==> src/rtl/seq_updown_modcnt.sv <==
// Parametrised up/down modulo-N sequence counter with terminal-state detect,
// count enable, synchronous load, wrap pulse and a saturating wrap counter.
module seq_updown_modcnt #(
  parameter int WIDTH   = 2,
  parameter int MODULUS = 4,
  parameter int WRAP_W  = 4,
  parameter int OUT_REG = 1
) (
  input  logic              clk,
  input  logic              rst,
  input  logic              en,
  input  logic              dir,
  input  logic              load,
  input  logic [WIDTH-1:0]  load_val,
  input  logic              clr_wrap,
  output logic [WIDTH-1:0]  count,
  output logic              y,
  output logic              wrap,
  output logic [WRAP_W-1:0] wrap_cnt,
  output logic              load_err
);

  // One extra bit so MODULUS == 2**WIDTH still compares correctly.
  localparam logic [WIDTH:0]    MOD_EXT = (WIDTH+1)'(MODULUS);
  localparam logic [WIDTH-1:0]  LAST    = WIDTH'(MODULUS - 1);
  localparam logic [WRAP_W-1:0] SAT     = '1;
  localparam logic              MOD_TWO = (MODULUS == 2);

  logic [WIDTH-1:0] count_next;
  logic             wrap_next;
  logic             load_err_next;

  always_comb begin
    count_next    = count;
    wrap_next     = 1'b0;
    load_err_next = 1'b0;
    if (load) begin
      if ({1'b0, load_val} < MOD_EXT) begin
        count_next = load_val;
      end else begin
        count_next    = '0;
        load_err_next = 1'b1;
      end
    end else if (en) begin
      // Out-of-range states can only come from upsets; steer them back to 0.
      if ({1'b0, count} >= MOD_EXT) begin
        count_next = '0;
      end else if (!dir) begin
        if (count == LAST) begin
          count_next = '0;
          wrap_next  = 1'b1;
        end else begin
          count_next = count + WIDTH'(1);
          wrap_next  = MOD_TWO;
        end
      end else begin
        if (count == '0) begin
          count_next = LAST;
          wrap_next  = 1'b1;
        end else begin
          count_next = count - WIDTH'(1);
          wrap_next  = MOD_TWO;
        end
      end
    end
  end

  always_ff @(posedge clk or posedge rst) begin
    if (rst) begin
      count    <= '0;
      wrap     <= 1'b0;
      load_err <= 1'b0;
      wrap_cnt <= '0;
    end else begin
      count    <= count_next;
      wrap     <= wrap_next;
      load_err <= load_err_next;
      if (clr_wrap) begin
        wrap_cnt <= '0;
      end else if (wrap_next && (wrap_cnt != SAT)) begin
        wrap_cnt <= wrap_cnt + WRAP_W'(1);
      end
    end
  end

  // Registering from count_next keeps y aligned with count but glitch-free.
  generate
    if (OUT_REG != 0) begin : g_y_reg
      always_ff @(posedge clk or posedge rst) begin
        if (rst) begin
          y <= 1'b0;
        end else begin
          y <= (count_next == LAST);
        end
      end
    end else begin : g_y_comb
      assign y = (count == LAST);
    end
  endgenerate

endmodule
==> config.mk <==
export PLATFORM = sky130hd
export DESIGN_NAME = seq_updown_modcnt
export DESIGN_NICKNAME = d
export VERILOG_FILES = /design/src/rtl/seq_updown_modcnt.sv
export SDC_FILE = /design/constraint.sdc
export NUM_CORES = 1
export LEC_CHECK = 0
export CORE_AREA = 2 2 39 41
export DETAILED_ROUTE_END_ITERATION = 8
export DIE_AREA = 0 0 41 43
export PLACE_DENSITY = 0.64
export SYNTH_ARGS = -nofsm -noshare
export SYNTH_HDL_FRONTEND = slang
export SYNTH_SLANG_ARGS = --single-unit
==> constraint.sdc <==
create_clock -name clk -period 2.6 [get_ports clk]
set_input_delay 0.78 -clock clk [delete_from_list [all_inputs] [get_ports clk]]
set_output_delay 0.78 -clock clk [all_outputs]
set_load 0.05 [all_outputs]
# Yosys cells after proc, flatten, opt, wreduce, memory -nomap -nowiden
# Cells that the tools add are included.
# W data, S select, Z words.
totals:
  wordCells: 25
  out_inout_bits: 9
  input_bits: 8
  regBits: 8
classes:
  addsub: 3
  mux: 12
  eq_ne: 3
  n_reduce_logical: 3
ops:
  columns: ["operator", "count"]
  rows:
  - ["$mux W2", 5]
  - ["$mux W4", 2]
  - ["$mux W1", 5]
  - ["$add A4 B1 Y4 const B", 1]
  - ["$eq A2 B2 Y1 const B", 2]
  - ["$ne A4 B4 Y1 const B", 1]
  - ["$add A2 B1 Y2 const B", 1]
  - ["$logic_not A2 Y1", 1]
  - ["$reduce_bool A2 Y1", 1]
  - ["$sub A2 B1 Y2 const B", 1]
  - ["$logic_and A1 B1 Y1", 1]

# Depth between registers and ports, before layout
# Gate-level depths: netlist of the first run.
logic_depth:
  depth_word: 8
  ltp_mapped: 5
  depth_no_buf: 5

# Worst setup path after synthesis of the first run
# Ideal clock, no wire load.
synth_timing:
  path_type: "reg-to-reg"
  startpoint: "register count[0]"
  endpoint: "register y"
  synth_period_minus_slack_ns: 1.826
  setup_ns: 0.104
  arrival_ns: 1.722
  setup_slack_ns: 0.774
  path_stages_with_launch: 6
  required_ns: 2.496
  n_path_buf: 0
  cell_sequence: "dfrtp_1 inv_1 ha_1 xnor2_1 a211o_1 a221oi_1"
synth_between:
  elab_chain_cells: 6
  elab_cells_between_ends: 10
  classes_between: "2 x add/sub; 2 x eq/ne; 5 x mux; 1 x reduce/logical"
synth_rtl:
  columns: ["element", "line", "text"]
  rows:
  - ["from (decl)", "16", "output logic [WIDTH-1:0] count,"]
  - ["from (signal assigned)", "75", "count <= count_next;"]
  - ["$add A2 B1 Y2 (tied with other cells)", "53", "count_next = count + WIDTH'(1);"]
  - ["$mux W2 (on tied branches)", "49, 57", null]
  - ["$mux W2", "48", "end else if (!dir) begin"]
  - ["$mux W2 *", "44", "end else if (en) begin"]
  - ["$mux W2 *", "37", "if (load) begin"]
  - ["$eq A2 B2 Y1 *", "93", "y <= (count_next == LAST);"]
  - ["to (signal assigned)", "93", null]
  - ["to (decl)", "17", "output logic y,"]
# Mark *: on every way between the ends. The rest lies on a longest branch, timed or not.
# A chain may end at the register's enable or synchronous reset.

# Final worst setup path of the first run
layout_timing:
  startpoint: "register wrap_cnt[2]"
  endpoint: "output wrap_cnt[2]"
layout_rtl:
  columns: ["element", "line", "text"]
  rows:
  - ["from (decl)", "19", "output logic [WRAP_W-1:0] wrap_cnt,"]
  - ["from (signal assigned)", "81", "wrap_cnt <= wrap_cnt + WRAP_W'(1);"]
# No word-level cell between the ends.

==> flow_summary.yaml, run 1 <==
grt:
  antenna_found_initial: 0
  gr-usage-all-layers: 0.120
  grt_pass1_vias: 330
  grt_max_degree: 9
  grt-ovfl-total: 0
  grt_pass1_wl_mm: 1.37
layout:
  stdcell_count: 83
  n_fill_cell: 140
  drive_above_1_share: 0.0896
  multi_input_area_um2: 254
  layout_common_cells: "15 x clkdlybuf4s50_1, 8 x dfrtp_1, 6 x inv_1, 5 x nand2b_1, 4 x nor2_1"
  syn_to_final_growth_pct: 38.2
  final_cell_area_um2: 669
  nets: 80
  diodes: 0
  final_common_cell: "clkdlybuf4s50_1"
  regArea_um2: 200
logic_synthesis:
  syn_area_um2: 484
  syn_nets: 61
  synth_top_cell_area_share: 0.413
  syn_area_per_cell_um2: 9.68
  ys_top_cells_by_area: "dfrtp_1 41%, ha_1 7.8%, nand2b_1 6.5%"
  synth_cells: 50
  synth_top_area_cell: "dfrtp_1"
  synth_seq_cells: 8
  ys_types: 23
  ys_warn_count: 0
  ys_seq_area_frac: 0.413
sta:
  setup_viol: 0
  post-route-period-util: 0.877
  tns_ns: 0
  hold_viol: 0
  max_slew_margin: 0.669
  setup_slack_ns: 0.319
  post-route-min-period_ns: 2.28
  skew_ns: 0.00622
  rsz0062_at_grt: "no"
  worstMarginPinSlew_ns: 0.496
  max_freq_mhz: 438
  drv_slew: 0
place:
  dpl.hpwl_um: 675
  dp.cells: 80
  place.gp.congestion: 0.700
  dpl_worst_slack_ns: 0.281
  dpl_cell_area_um2: 647
  port_buffers: 15
route:
  wirelength_um: 828
  drt-pass1-iter-count: 2
  ant_nets: 0
  vias: 395
  wl_met2_um: 398
  wl_per_cell_um: 9.98
  wl_met1_um: 375
  wl_met3_um: 54
  first_iter_violations: 5
  avgViaCountPerCell: 4.76
  drc: 0
  dr.max_layer_used: "met3"
clock_tree:
  cts_hold_buf: 0
  cts_resized: 0
  clock_path_buffers: 2
  root_buffer: "clkbuf_4"
  h-tree-depth: 1
  clk_pin_slew_worst_paths_ns: 0.05
  cts_setup_buffers: 0
  cts_tree: "yes"
  clock_sink_count: 8
  cts_buffers: 3
  clkLatencyLatePin_ns: 0.25
critical_path:
  arrival_ns: 1.50
  slowest_delay_ns: 0.83
  slowest_stage: "clkdlybuf4s50_1"
  cp_top_family: "buffers and inverters"
  r2r_start: "count[0]"
  crit_start: "wrap_cnt[2]"
  crit_type: "flip-flop to primary output"
  critPathBufInv: 1
  worstPathCellList: "clkdlybuf4s50_1"
  worst_setup_path_start_kind: "flip-flop"
  cp-end-kind: "primary output"
  required_ns: 1.82
  crit_fanout: 5
floorplanning:
  rows: 14
  initial_utilization: 0.350
  die_area_mm2: 0.00176
  die_h_um: 43
  core-area_mm2: 0.00138
  boundaryPins: 17
  die_x_um: 41
power_and_ir_drop:
  p_per_area_mw_per_mm2: 491
  clockPowerShare: 0.284
  ir_drop_mv: 0.274
  swShare: 0.315
  seqPwrFrac: 0.420
  power.total_mw: 0.328
  p_leak_nw: 0.294
  power_switching_mw: 0.104
  combPwrFrac: 0.296
  internal-power_mw: 0.225
run_status:
  status: "complete, no violations"
flow_run:
  max_cap_violations: 0
hold_path:
  hp-class: "flip-flop to flip-flop"
  min_from: "wrap_cnt[1]"
-- worst paths after layout --
path                       slack (ns)  depth (start not counted)     endpoint
hold reg to reg                  0.59                          2  wrap_cnt[1]
hold / removal                   0.59                          2  wrap_cnt[1]
min in group asynchronous        0.76                          2  wrap_cnt[0]
setup / recovery                 0.32                          1  wrap_cnt[2]
setup reg to reg                 1.02                          5            y
max in group asynchronous        1.60                          2     count[0]
-- synthesized netlist by cell type --
master	number
dfrtp_1	8
conb_1	1
a2bb2oi_1	1
or3_1	1
mux2i_1	2
nor3_1	1
nor4_1	1
buf_4	1
nand2b_1	5
a311oi_2	1
a21boi_0	1
a21oi_1	2
nand3_1	1
a211o_1	1
ha_1	3
a211oi_1	1
nand2_1	2
a221oi_1	1
xnor2_1	1
mux2_2	2
nor2_1	4
nor2b_1	3
inv_1	6
-- metrics by stage --
step / hold slack, ns / utilization
floorplan: 0.596 / -
global placement: 0.595 / 0.467
detailed placement: 0.589 / 0.467
CTS: 0.597 / 0.484
global route: 0.629 / 0.484
finish: 0.589 / 0.484
-- flip-flops by register name, indices dropped and copies added, names as in the netlist --
signal	flops
wrap_cnt	4
y	1
count	2
wrap	1
-- cell type report --
type                    instances  area share
clock buffers                   3      0.0336
flip-flops and latches          8       0.299
multi-input cells              35       0.379
well taps                      16      0.0299
inverters                       6      0.0336
repair buffers                 15       0.224
-- routing by layer --
metal  global-route usage  up-vias
met1                0.146      181
met4               0.0400        0
li1                     -      204
met3               0.0785        0
met2                0.166       10
met5                    0        -
-- power by group through the flow --
stage | Clock [mW] | Combinational [mW] | Sequential, mW
6_report | 0.0933 | 0.0971 | 0.138
3_3_place_gp | 0 | 0.0981 | 0.140
2_1_floorplan | 0 | 0.0391 | 0.166
4_1_cts | 0.100 | 0.0986 | 0.138
3_5_place_dp | 0 | 0.0981 | 0.140
5_1_grt | 0.106 | 0.105 | 0.139
-- cell families (layout without fill, tap and decap cells) --
family,Yosys count,count (layout),synth area share
compound gates,8,8,0.137
xor+xnor,1,1,0.0181
fa+ha+maj,3,3,0.0775
buf+inv,7,24,0.0620
flops,8,8,0.413
mux,4,4,0.0879
other cells,1,1,0.00774
simple gates,18,18,0.196
Note: power is estimated with default switching activity, not from simulation.
==> run 2: changes to the inputs <==
--- a/config.mk
+++ b/config.mk
@@ -8,7 +8,8 @@
 export CORE_AREA = 2 2 39 41
 export DETAILED_ROUTE_END_ITERATION = 8
 export DIE_AREA = 0 0 41 43
-export PLACE_DENSITY = 0.64
+export GPL_TIMING_DRIVEN = 0
+export PLACE_DENSITY = 0.75
 export SYNTH_ARGS = -nofsm -noshare
 export SYNTH_HDL_FRONTEND = slang
 export SYNTH_SLANG_ARGS = --single-unit
==> flow_summary.yaml, run 2 (synthesis gave the netlist of run 1 again) <==
clock_tree:
  clkLatencyLatePin_ns: 0.25
  h-tree-depth: 1
  cts_buffers: 3
  cts_setup_buffers: 0
  cts_hold_buf: 0
  clk_pin_slew_worst_paths_ns: 0.06
  root_buffer: "clkbuf_4"
  clock_path_buffers: 2
  clock_sink_count: 8
  cts_resized: 0
  cts_tree: "yes"
critical_path:
  slowest_stage: "clkdlybuf4s50_1"
  required_ns: 1.82
  slowest_delay_ns: 0.83
  arrival_ns: 1.49
  crit_fanout: 5
  crit_type: "flip-flop to primary output"
  cp-end-kind: "primary output"
  worstPathCellList: "clkdlybuf4s50_1"
  worst_setup_path_start_kind: "flip-flop"
  cp_top_family: "buffers and inverters"
  critPathBufInv: 1
layout:
  diodes: 0
  top_regs: "wrap_cnt x4, count x2"
  largest-register: "wrap_cnt"
  largest_reg_flops: 4
  layout_common_cells: "15 x clkdlybuf4s50_1, 8 x dfrtp_1, 6 x inv_1, 5 x nand2b_1, 4 x nor2_1"
  nets: 81
  n_fill_cell: 134
  syn_to_final_growth_pct: 39.8
  final_common_cell: "clkdlybuf4s50_1"
  drive_above_1_share: 0.103
route:
  wl_met3_um: 49
  ant_nets: 0
  vias: 408
  wl_met1_um: 427
  drc: 0
  dr.max_layer_used: "met4"
  drt-pass1-iter-count: 3
  wirelength_um: 910
  wl_met2_um: 425
  wl_per_cell_um: 10.8
  avgViaCountPerCell: 4.86
  first_iter_violations: 4
sta:
  drv_slew: 0
  post-route-period-util: 0.874
  setup_viol: 0
  hold_viol: 0
  skew_ns: 0.0106
  tns_ns: 0
  setup_slack_ns: 0.327
  rsz0062_at_grt: "no"
  max_freq_mhz: 440
  post-route-min-period_ns: 2.27
floorplanning:
  die_h_um: 43
  die_x_um: 41
  die_area_mm2: 0.00176
  boundaryPins: 17
  rows: 14
  core-area_mm2: 0.00138
  initial_utilization: 0.350
hold_path:
  hp-class: "flip-flop to flip-flop"
grt:
  grt_pass1_wl_mm: 1.60
  antenna_found_initial: 0
  grt_max_degree: 9
  grt_pass1_vias: 393
  gr-usage-all-layers: 0.136
  grt-ovfl-total: 0
power_and_ir_drop:
  ir_drop_mv: 0.294
  power.total_mw: 0.332
  p_leak_nw: 0.299
  p_per_area_mw_per_mm2: 491
place:
  dpl_worst_slack_ns: 0.247
  place.gp.congestion: 0.706
  port_buffers: 15
run_status:
  status: "complete, no violations"
flow_run:
  max_cap_violations: 0
## run 2: cell types whose count changed in the layout (fill, tap and decap cells not counted), sizes merged
cell  previous run  this run
buf              0         1
## run 2: worst paths after layout
kind                              from     endpoint  slack, ns  cells past startpoint
max                        wrap_cnt[2]  wrap_cnt[2]       0.33                      1
min                        wrap_cnt[1]  wrap_cnt[1]       0.60                      2
max reg2reg                   count[0]  wrap_cnt[0]       0.99                      5
min reg2reg                wrap_cnt[1]  wrap_cnt[1]       0.60                      2
max in group asynchronous          rst     count[1]       1.59                      2
min in group asynchronous          rst  wrap_cnt[2]       0.77                      2
## run 2: final cells by class
class / instances / area, um^2 / area share
clock buffer: 3 / 22.5 / 0.0333
buffer: 1 / 7.51 / 0.0111
inverter: 6 / 22.5 / 0.0333
sequential: 8 / 200 / 0.296
tap: 16 / 20.0 / 0.0296
multi-input combinational: 35 / 254 / 0.375
timing repair buffer: 15 / 150 / 0.222
## run 2: metal layers
metal / global-route usage / up-vias
li1: - / 206
met1: 0.188 / 190
met2: 0.188 / 10
met3: 0.0471 / 2
met4: 0.0600 / 0
met5: 0 / -
## run 2: report_power, final
group	leakage (nW)	internal [mW]	switching (mW)
Combinational	0.180	0.0413	0.0589
Sequential	0.106	0.132	0.00569
Clock	0.0138	0.0528	0.0418
Total	0.299	0.226	0.106
## run 2: stage by stage
stage | area [um^2] | instances | util | hold WS, ns
after floorplan | 484 | 50 | - | 0.596
after global placement | 654 | 81 | 0.473 | 0.575
after detailed placement | 654 | 81 | 0.473 | 0.590
after CTS | 677 | 84 | 0.489 | 0.600
after global routing | 677 | 84 | 0.489 | 0.636
final | 677 | 84 | 0.489 | 0.595
==> run 3: changes to the inputs <==
--- a/config.mk
+++ b/config.mk
@@ -6,6 +6,7 @@
 export NUM_CORES = 1
 export LEC_CHECK = 0
 export CORE_AREA = 2 2 39 41
+export CTS_CLUSTER_SIZE = 16
 export DETAILED_ROUTE_END_ITERATION = 8
 export DIE_AREA = 0 0 41 43
 export GPL_TIMING_DRIVEN = 0
==> results of run 3 <==
Final layout, timing and power as in run 2 (identical DEF).
